--- config.mk ---
export PLATFORM = sky130hd
export DESIGN_NAME = step_pulse_gen
export DESIGN_NICKNAME = d
export VERILOG_FILES = /design/src/rtl/step_pulse_gen_pkg.sv /design/src/rtl/sync2.sv /design/src/rtl/step_pulse_gen.sv
export SDC_FILE = /design/constraint.sdc
export NUM_CORES = 1
export LEC_CHECK = 0
export CAP_MARGIN = 5
export CORE_ASPECT_RATIO = 1.1
export CORE_MARGIN = 2
export CORE_UTILIZATION = 52
export DETAILED_ROUTE_END_ITERATION = 10
export PLACE_DENSITY = 0.73
export SLEW_MARGIN = 5
export SYNTH_ARGS = -nofsm -noshare
export SYNTH_HDL_FRONTEND = slang
export SYNTH_HIERARCHICAL = 1
export SYNTH_SLANG_ARGS = --single-unit
--- constraint.sdc ---
create_clock -name clk -period 1.8 [get_ports clk]
set_input_delay 0.27 -clock clk [delete_from_list [all_inputs] [get_ports clk]]
set_output_delay 0.27 -clock clk [all_outputs]
set_load 0.01 [all_outputs]
--- src/rtl/step_pulse_gen_pkg.sv ---
// ============================================================================
// step_pulse_gen_pkg : FSM state encoding and default timing constants
// Revision 1.0
// ============================================================================
`default_nettype none

package step_pulse_gen_pkg;

  typedef enum logic [1:0] {
    ST_IDLE       = 2'd0,
    ST_DB_PRESS   = 2'd1,
    ST_HELD       = 2'd2,
    ST_DB_RELEASE = 2'd3
  } state_e;

  localparam int DEF_DEBOUNCE_CYCLES = 16;
  localparam int DEF_REPEAT_DELAY    = 64;
  localparam int DEF_REPEAT_PERIOD   = 16;

  function automatic int max3(input int a, input int b, input int c);
    int m;
    m = (a > b) ? a : b;
    return (m > c) ? m : c;
  endfunction

endpackage

`default_nettype wire

--- src/rtl/sync2.sv ---
// ============================================================================
// sync2 : two-flop synchronizer for a single asynchronous level
// Revision 1.0
// ============================================================================
`default_nettype none

module sync2 (
  input  logic clk,
  input  logic reset,
  input  logic d,
  output logic q
);

  logic meta_q, meta_d;
  logic sync_q, sync_d;

  always_comb begin
    meta_d = d;
    sync_d = meta_q;
  end

  always_ff @(posedge clk or negedge reset) begin
    if (!reset) begin
      meta_q <= 1'b0;
      sync_q <= 1'b0;
    end else begin
      meta_q <= meta_d;
      sync_q <= sync_d;
    end
  end

  assign q = sync_q;

endmodule

`default_nettype wire

--- src/rtl/step_pulse_gen.sv ---
// ============================================================================
// step_pulse_gen : debounced push-button to one-cycle step pulse, auto-repeat
// Revision 1.0
// ============================================================================
`default_nettype none

module step_pulse_gen
  import step_pulse_gen_pkg::*;
#(
  parameter int DEBOUNCE_CYCLES = DEF_DEBOUNCE_CYCLES,
  parameter int REPEAT_DELAY    = DEF_REPEAT_DELAY,
  parameter int REPEAT_PERIOD   = DEF_REPEAT_PERIOD
) (
  input  logic clk,
  input  logic reset,
  input  logic btn,
  input  logic repeat_en,
  output logic step,
  output logic held
);

  localparam int TW = $clog2(max3(DEBOUNCE_CYCLES, REPEAT_DELAY, REPEAT_PERIOD)) + 1;

  localparam logic [TW-1:0] DB_LAST   = TW'(DEBOUNCE_CYCLES - 1);
  localparam logic [TW-1:0] RPT_FIRST = TW'(REPEAT_DELAY - 1);
  localparam logic [TW-1:0] RPT_NEXT  = TW'(REPEAT_PERIOD - 1);

  generate
    if (REPEAT_PERIOD < 2 || DEBOUNCE_CYCLES < 1 || REPEAT_DELAY < 1) begin : g_bad_params
      $error("step_pulse_gen: REPEAT_PERIOD must be >= 2, DEBOUNCE_CYCLES and REPEAT_DELAY >= 1");
    end
  endgenerate

  function automatic logic [TW-1:0] inc_sat(input logic [TW-1:0] v);
    return (v == {TW{1'b1}}) ? v : v + 1'b1;
  endfunction

  logic          btn_s;
  state_e        state_q, state_d;
  logic [TW-1:0] db_cnt_q, db_cnt_d;
  logic [TW-1:0] rpt_cnt_q, rpt_cnt_d;
  logic          rpt_run_q, rpt_run_d;
  logic          step_q, step_d;
  logic          held_q, held_d;

  sync2 u_btn_sync (
    .clk   (clk),
    .reset (reset),
    .d     (btn),
    .q     (btn_s)
  );

  always_comb begin
    state_d   = state_q;
    db_cnt_d  = db_cnt_q;
    rpt_cnt_d = rpt_cnt_q;
    rpt_run_d = rpt_run_q;
    step_d    = 1'b0;
    case (state_q)
      ST_IDLE: begin
        db_cnt_d  = '0;
        rpt_cnt_d = '0;
        rpt_run_d = 1'b0;
        if (btn_s) state_d = ST_DB_PRESS;
      end
      ST_DB_PRESS: begin
        if (!btn_s) begin
          state_d = ST_IDLE;
        end else if (db_cnt_q == DB_LAST) begin
          state_d   = ST_HELD;
          step_d    = 1'b1;
          rpt_cnt_d = '0;
          rpt_run_d = 1'b0;
        end else begin
          db_cnt_d = inc_sat(db_cnt_q);
        end
      end
      ST_HELD: begin
        // rpt_run_q selects the period target once the initial delay has fired
        if (!btn_s) begin
          state_d  = ST_DB_RELEASE;
          db_cnt_d = '0;
        end else if (!repeat_en) begin
          rpt_cnt_d = '0;
          rpt_run_d = 1'b0;
        end else if (rpt_cnt_q == (rpt_run_q ? RPT_NEXT : RPT_FIRST)) begin
          step_d    = 1'b1;
          rpt_cnt_d = '0;
          rpt_run_d = 1'b1;
        end else begin
          rpt_cnt_d = inc_sat(rpt_cnt_q);
        end
      end
      ST_DB_RELEASE: begin
        if (btn_s) begin
          state_d   = ST_HELD;
          rpt_cnt_d = '0;
          rpt_run_d = 1'b0;
        end else if (db_cnt_q == DB_LAST) begin
          state_d = ST_IDLE;
        end else begin
          db_cnt_d = inc_sat(db_cnt_q);
        end
      end
      default: state_d = ST_IDLE;
    endcase
    held_d = (state_d == ST_HELD) || (state_d == ST_DB_RELEASE);
  end

  always_ff @(posedge clk or negedge reset) begin
    if (!reset) begin
      state_q   <= ST_IDLE;
      db_cnt_q  <= '0;
      rpt_cnt_q <= '0;
      rpt_run_q <= 1'b0;
      step_q    <= 1'b0;
      held_q    <= 1'b0;
    end else begin
      state_q   <= state_d;
      db_cnt_q  <= db_cnt_d;
      rpt_cnt_q <= rpt_cnt_d;
      rpt_run_q <= rpt_run_d;
      step_q    <= step_d;
      held_q    <= held_d;
    end
  end

  assign step = step_q;
  assign held = held_q;

endmodule

`default_nettype wire

Word level (Yosys, flattened, before mapping)

Cells that the tools add are included.

Flip-flop bits (word level): 21
Bits in latches: 0
RAM bits: 0
Memory bits (read-only): 0
Bits of input ports: 4
Logic and storage cells: 67
Memories kept: 0

Add/sub/neg operators: 2
Multiply operators: 0
Divide/modulo/power cells: 0
Magnitude comparators: 0
Eq/ne operators: 17
Shift-type cells: 0
Muxes and demuxes: 35
Bitwise operators: 0
Reductions and logical operators: 5

Operators with widths:

| operator                                                              | count |
|---|---|
| 7-bit 2-to-1 mux                                                      | 12 |
| 7-bit one-hot mux with 4 select lines                                 | 2 |
| 7-bit by 1-bit adder with 7-bit output, second input constant         | 2 |
| 7-bit equality test, second input constant                            | 2 |
| 2-bit 2-to-1 mux                                                      | 6 |
| 1-bit 2-to-1 mux                                                      | 11 |
| 5-bit AND reduction                                                   | 2 |
| 2-bit equality test, second input constant                            | 4 |
| 2-bit one-hot mux with 4 select lines                                 | 1 |
| 7-bit by 4-bit equality test with 1-bit output, second input constant | 1 |
| 7-bit by 6-bit equality test with 1-bit output                        | 1 |
| 6-bit 2-to-1 mux                                                      | 1 |
| 2-bit by 1-bit != test with 1-bit output, second input constant       | 3 |
| 2-bit != test, second input constant                                  | 3 |
| 4-bit != test, second input constant                                  | 1 |
| 1-bit one-hot mux with 4 select lines                                 | 1 |
| 3-bit != test, second input constant                                  | 1 |
| 3-bit AND reduction                                                   | 1 |
| 2-bit by 1-bit equality test with 1-bit output, second input constant | 1 |
| 2-bit logical NOT                                                     | 1 |
| 1-bit one-hot mux with 2 select lines                                 | 1 |
| 1-bit logical OR                                                      | 1 |

Logic depth before layout (Yosys ltp)

Depth after elaboration: 6
Gate-level depth with buffers: 8

Hierarchy

The synthesis kept the hierarchy.

By module, submodules not included:

| module         | instances | cells each | area an instance (um^2) | sequential area each (um^2) |
|---|---|---|---|---|
| step_pulse_gen | 1         | 130        | 1188.6                  | 475.5 |
| sync2          | 1         | 2          | 50.0                    | 50.0 |

Worst setup path before layout

No wires, ideal clock.

Path type: reg-to-reg
Start: register state_q[0]
End: register db_cnt_q[5]
Library setup time: 77 ps
Data arrival time: 1732 ps
Data required time: 1723 ps
Setup slack: -10 ps
Cell stages (with the launch flop): 8
Buffers on the path: 1
Clock period less this slack: 1810 ps
Cells stage by stage: dfrtp_1 ha_1 buf_2 mux2_2 a21oi_2 nand2_2 or3_1 a21oi_1

Longest elaborated chain between the ends: 3
Elaborated cells between the ends (all ways): 9

RTL lines:

| item                                                                                              | line                  | RTL |
|---|---|---|
| from (decl)                                                                                       | step_pulse_gen.sv:39  | `state_e state_q, state_d;` |
| from (signal assigned)                                                                            | step_pulse_gen.sv:119 | `state_q <= state_d;` |
| 2-bit by 1-bit equality test with 1-bit output / 2-bit equality test (equally long branches)      | step_pulse_gen.sv:59  | `case (state_q)` |
| 2-bit by 1-bit != test with 1-bit output (no source line) / 2-bit != test (equally long branches) | -                     |  |
| 3-bit AND reduction (no source line)                                                              | -                     |  |
| to (signal assigned)                                                                              | step_pulse_gen.sv:120 | `db_cnt_q <= db_cnt_d;` |
| to (decl)                                                                                         | step_pulse_gen.sv:40  | `logic [TW-1:0] db_cnt_q, db_cnt_d;` |

Several ways; a longest one is shown, not always the timed one.
A chain may end at the register's enable or synchronous reset.

Worst setup path after layout

Start: register state_q[1]
End: register db_cnt_q[5]

The elaborated chain is that of the path after synthesis.

==> PnR_summary.wiki <==
{| class="wikitable"
! Metric !! Value
|-
| Number of setup violations in the final report || 0
|-
| Synthesized flop and latch total || 21
|-
| DRT Pass-1 Iters || 4
|-
| Final Instance Area || 1610 um2
|-
| # diodes || 0
|-
| Net Count, Synth || 142
|-
| Die area || 2790 um2
|-
| Transition time at the pin with the least slew margin || 439 ps
|-
| Number of clock sinks || 21
|-
| Leakage Power || 0.000679 uW
|-
| Largest net degree at the start of global routing || 22
|-
| Met2 usage || 0.375
|-
| Part of the Yosys area used for sequential elements || 0.424
|-
| Buffer type at the clock tree root || sky130_fd_sc_hd__clkbuf_4
|-
| Fraction of met1 tracks used by global routing || 0.292
|-
| Die extent in y || 55.2 um
|-
| Capturing element type of the critical path || register
|-
| Port bufs || 5
|-
| Chip width || 50.5 um
|-
| Post-route DRC violation count || 0
|-
| Total global-route track usage || 0.221
|-
| Average wire per standard cell || 15.8 um
|-
| Detail Placement HPWL || 1.87 mm
|-
| Boundary Pins || 6
|-
| GR met3 Demand/Resource || 0.0242
|-
| Tightest Hold Check Type || in -> async
|-
| Final worst setup slack || 3.44 ps
|-
| Number of distinct library cells after synthesis || 39
|-
| CP required || 2030 ps
|-
| Maximum fanout count along the critical path || 7
|-
| TritonCTS clock tree || built
|-
| Max-cap violations || 0
|-
| Area after detailed placement || 1430 um2
|-
| Post-route worst hold slack || 279 ps
|-
| Achievable Freq || 557 MHz
|-
| Final-layout setup total negative slack || 0 ps
|-
| Worst setup slack after placement || -95.0 ps
|-
| Final Cycle Share || 0.998
|-
| Final period demand of the worst path || 1800 ps
|-
| Setup repair after global routing missed its margin || true
|-
| VDD IR max || 0.000662 V
|-
| Post-synthesis cell count || 132
|-
| Post-synth ARST share || 1.00
|-
| Crit path kind || reg -> reg
|-
| Critical Path Source Type || register
|-
| Outcome || finished, final reports clean
|-
| Wire length of the first global-routing pass || 4.57 mm
|-
| Via count of the first global-routing pass || 987
|-
| Total Wirelength || 3.02 mm
|-
| CTS buffer count || 3
|-
| Post-synth design cell area || 1240 um2
|-
| Via density || 5.74
|-
| Clock H-tree levels || 1
|-
| Effective utilization at floorplan || 0.550
|-
| Global placer's final weighted congestion || 0.851
|-
| Hold Vio Cnt, Final || 0
|-
| Power Total || 1310 uW
|-
| Total power divided by cell area || 814 nW/um2
|-
| Final number of max-transition violations || 0
|-
| Clock Tree Buf Depth || 2
|-
| Number of DRC markers after the initial detailed-route iteration || 30
|-
| Primary flip-flop cell chosen by synthesis mapping || sky130_fd_sc_hd__dfrtp_1
|-
| Post-synthesis area per instance || 9.38 um2
|-
| Number of synthesized flops with an enable pin || 0
|-
| Antenna Violating Nets Remaining || 0
|-
| Clock insertion delay at the later pin of the skew report || 310 ps
|-
| Clock transition time at the flip-flop clock pins of the worst setup and hold paths || 120 ps
|-
| Post-layout nets || 172
|-
| Via count || 1,096
|-
| Remaining Overflow, GRT || 0
|-
| CORE AREA || 2250 um2
|-
| Signed area change from the synthesized netlist to the final layout || 30.3%
|-
| Number of antenna violations at the first check in global routing || 0
|-
| Post-route clock skew || 9.40 ps
|-
| Fraction of final layout cells with drive strength greater than 1 || 0.323
|-
| Global route hottest layer || met2
|-
| Slew HR || 0.706
|-
| Arrival time of the worst setup path || 2030 ps
|-
| Placement row count || 18
|-
| Syn. warnings || 6
|}
## layout make-up
class                   instances  area, um2
inverters                       4       15.0
fillers                       170        638
well taps                      30       37.5
repair buffers                 29        234
flip-flops and latches         21        528
multi-input cells             103        773
clock buffers                   4       26.3
## where the power goes
part	total (uW)	leakage, uW	switching, uW	internal (uW)
clock network	233	0.0000150	147	86.7
logic	534	0.000381	270	264
registers	547	0.000283	41.7	505
## cell usage after synthesis (2+ instances only)
cell,n,share of area
sky130_fd_sc_hd__xor2_1,3,0.021
sky130_fd_sc_hd__a21oi_1,12,0.048
sky130_fd_sc_hd__o21ai_0,9,0.036
sky130_fd_sc_hd__nand2b_1,2,0.010
sky130_fd_sc_hd__dfrtp_1,21,0.42
sky130_fd_sc_hd__buf_2,4,0.016
sky130_fd_sc_hd__nand2_1,9,0.027
sky130_fd_sc_hd__nor2_1,10,0.030
sky130_fd_sc_hd__nand3b_1,2,0.012
sky130_fd_sc_hd__o22ai_1,3,0.015
sky130_fd_sc_hd__inv_1,4,0.012
sky130_fd_sc_hd__a2bb2oi_1,2,0.014
sky130_fd_sc_hd__and3_1,4,0.020
sky130_fd_sc_hd__or3_1,4,0.020
sky130_fd_sc_hd__ha_1,6,0.061
sky130_fd_sc_hd__nor3_1,4,0.016
sky130_fd_sc_hd__mux2_2,3,0.027
sky130_fd_sc_hd__nand3_1,8,0.032
sky130_fd_sc_hd__o31ai_1,2,0.012
## metrics by stage
step / util / instances
floorplan: - / 132
global placement: 0.637 / 180
detailed placement: 0.637 / 180
CTS: 0.675 / 187
global route: 0.717 / 191
finish: 0.717 / 191
## sequential cells by signal (all words and copies together), names as in the netlist
register and cells:
held 1, rpt_run_q 1, u_btn_sync/meta_q 1, rpt_cnt_q 7
state_q 2, step 1, db_cnt_q 7, u_btn_sync/q 1
## per-layer routing
layer | wire [um] | part of all wire | up-vias
met5 | 0 | 0 | -
met4 | 44 | 0.015 | 0
met3 | 61 | 0.020 | 4
met2 | 1590 | 0.53 | 17
met1 | 1330 | 0.44 | 530
li1 | - | - | 545
## worst max-delay path, cell delays in order (launching register included)
cell and delay, ps:
sky130_fd_sc_hd__dfrtp_2 430, sky130_fd_sc_hd__inv_2 70, sky130_fd_sc_hd__ha_4 180, sky130_fd_sc_hd__mux2_4 280, sky130_fd_sc_hd__a21oi_4 140, sky130_fd_sc_hd__nand2_2 100, sky130_fd_sc_hd__or3_1 330, sky130_fd_sc_hd__a21oi_1 160
## worst paths after layout
kind                            slack [ps]           end              start  cells past startpoint
max in group asynchronous             1270    state_q[0]              reset                      2
worst min register to register         360  u_btn_sync/q  u_btn_sync/meta_q                      0
worst max-delay path                     3   db_cnt_q[5]         state_q[1]                      7
worst max register to register           3   db_cnt_q[5]         state_q[1]                      7
worst min-delay path                   280  rpt_cnt_q[4]              reset                      2
min in group clk                       360  u_btn_sync/q  u_btn_sync/meta_q                      0
## placed cells by master (no fill, tap or decap), types with 3 or more instances in the layout
cell                              count
sky130_fd_sc_hd__nor2_1              10
sky130_fd_sc_hd__ha_4                 3
sky130_fd_sc_hd__buf_4               23
sky130_fd_sc_hd__o22ai_1              3
sky130_fd_sc_hd__a21oi_1             11
sky130_fd_sc_hd__xor2_1               3
sky130_fd_sc_hd__nand3_1              6
sky130_fd_sc_hd__and3_1               3
sky130_fd_sc_hd__clkdlybuf4s50_1      5
sky130_fd_sc_hd__nor3_1               3
sky130_fd_sc_hd__or3_1                3
sky130_fd_sc_hd__nand2_1              9
sky130_fd_sc_hd__clkbuf_4             3
sky130_fd_sc_hd__o21ai_0              8
sky130_fd_sc_hd__dfrtp_1             19
## cell families after synthesis
family	after synthesis	synth area share
AND/OR/NAND/NOR	51	0.227
flip-flops	21	0.424
multiplexers	3	0.0273
XOR/XNOR	3	0.0212
buffers and inverters	8	0.0283
adder cells (fa/ha/maj)	6	0.0606
AO/OA/AOI/OAI	40	0.211
## repair_timing
item                       CTS  global route
cloned                       0             0
setup buffers                3             5
gates resized for setup      9            15
hold buffers                 0             0
pin swaps                    1             8
setup endpoints to repair    2            13
Power figures use the tool's default switching activity.
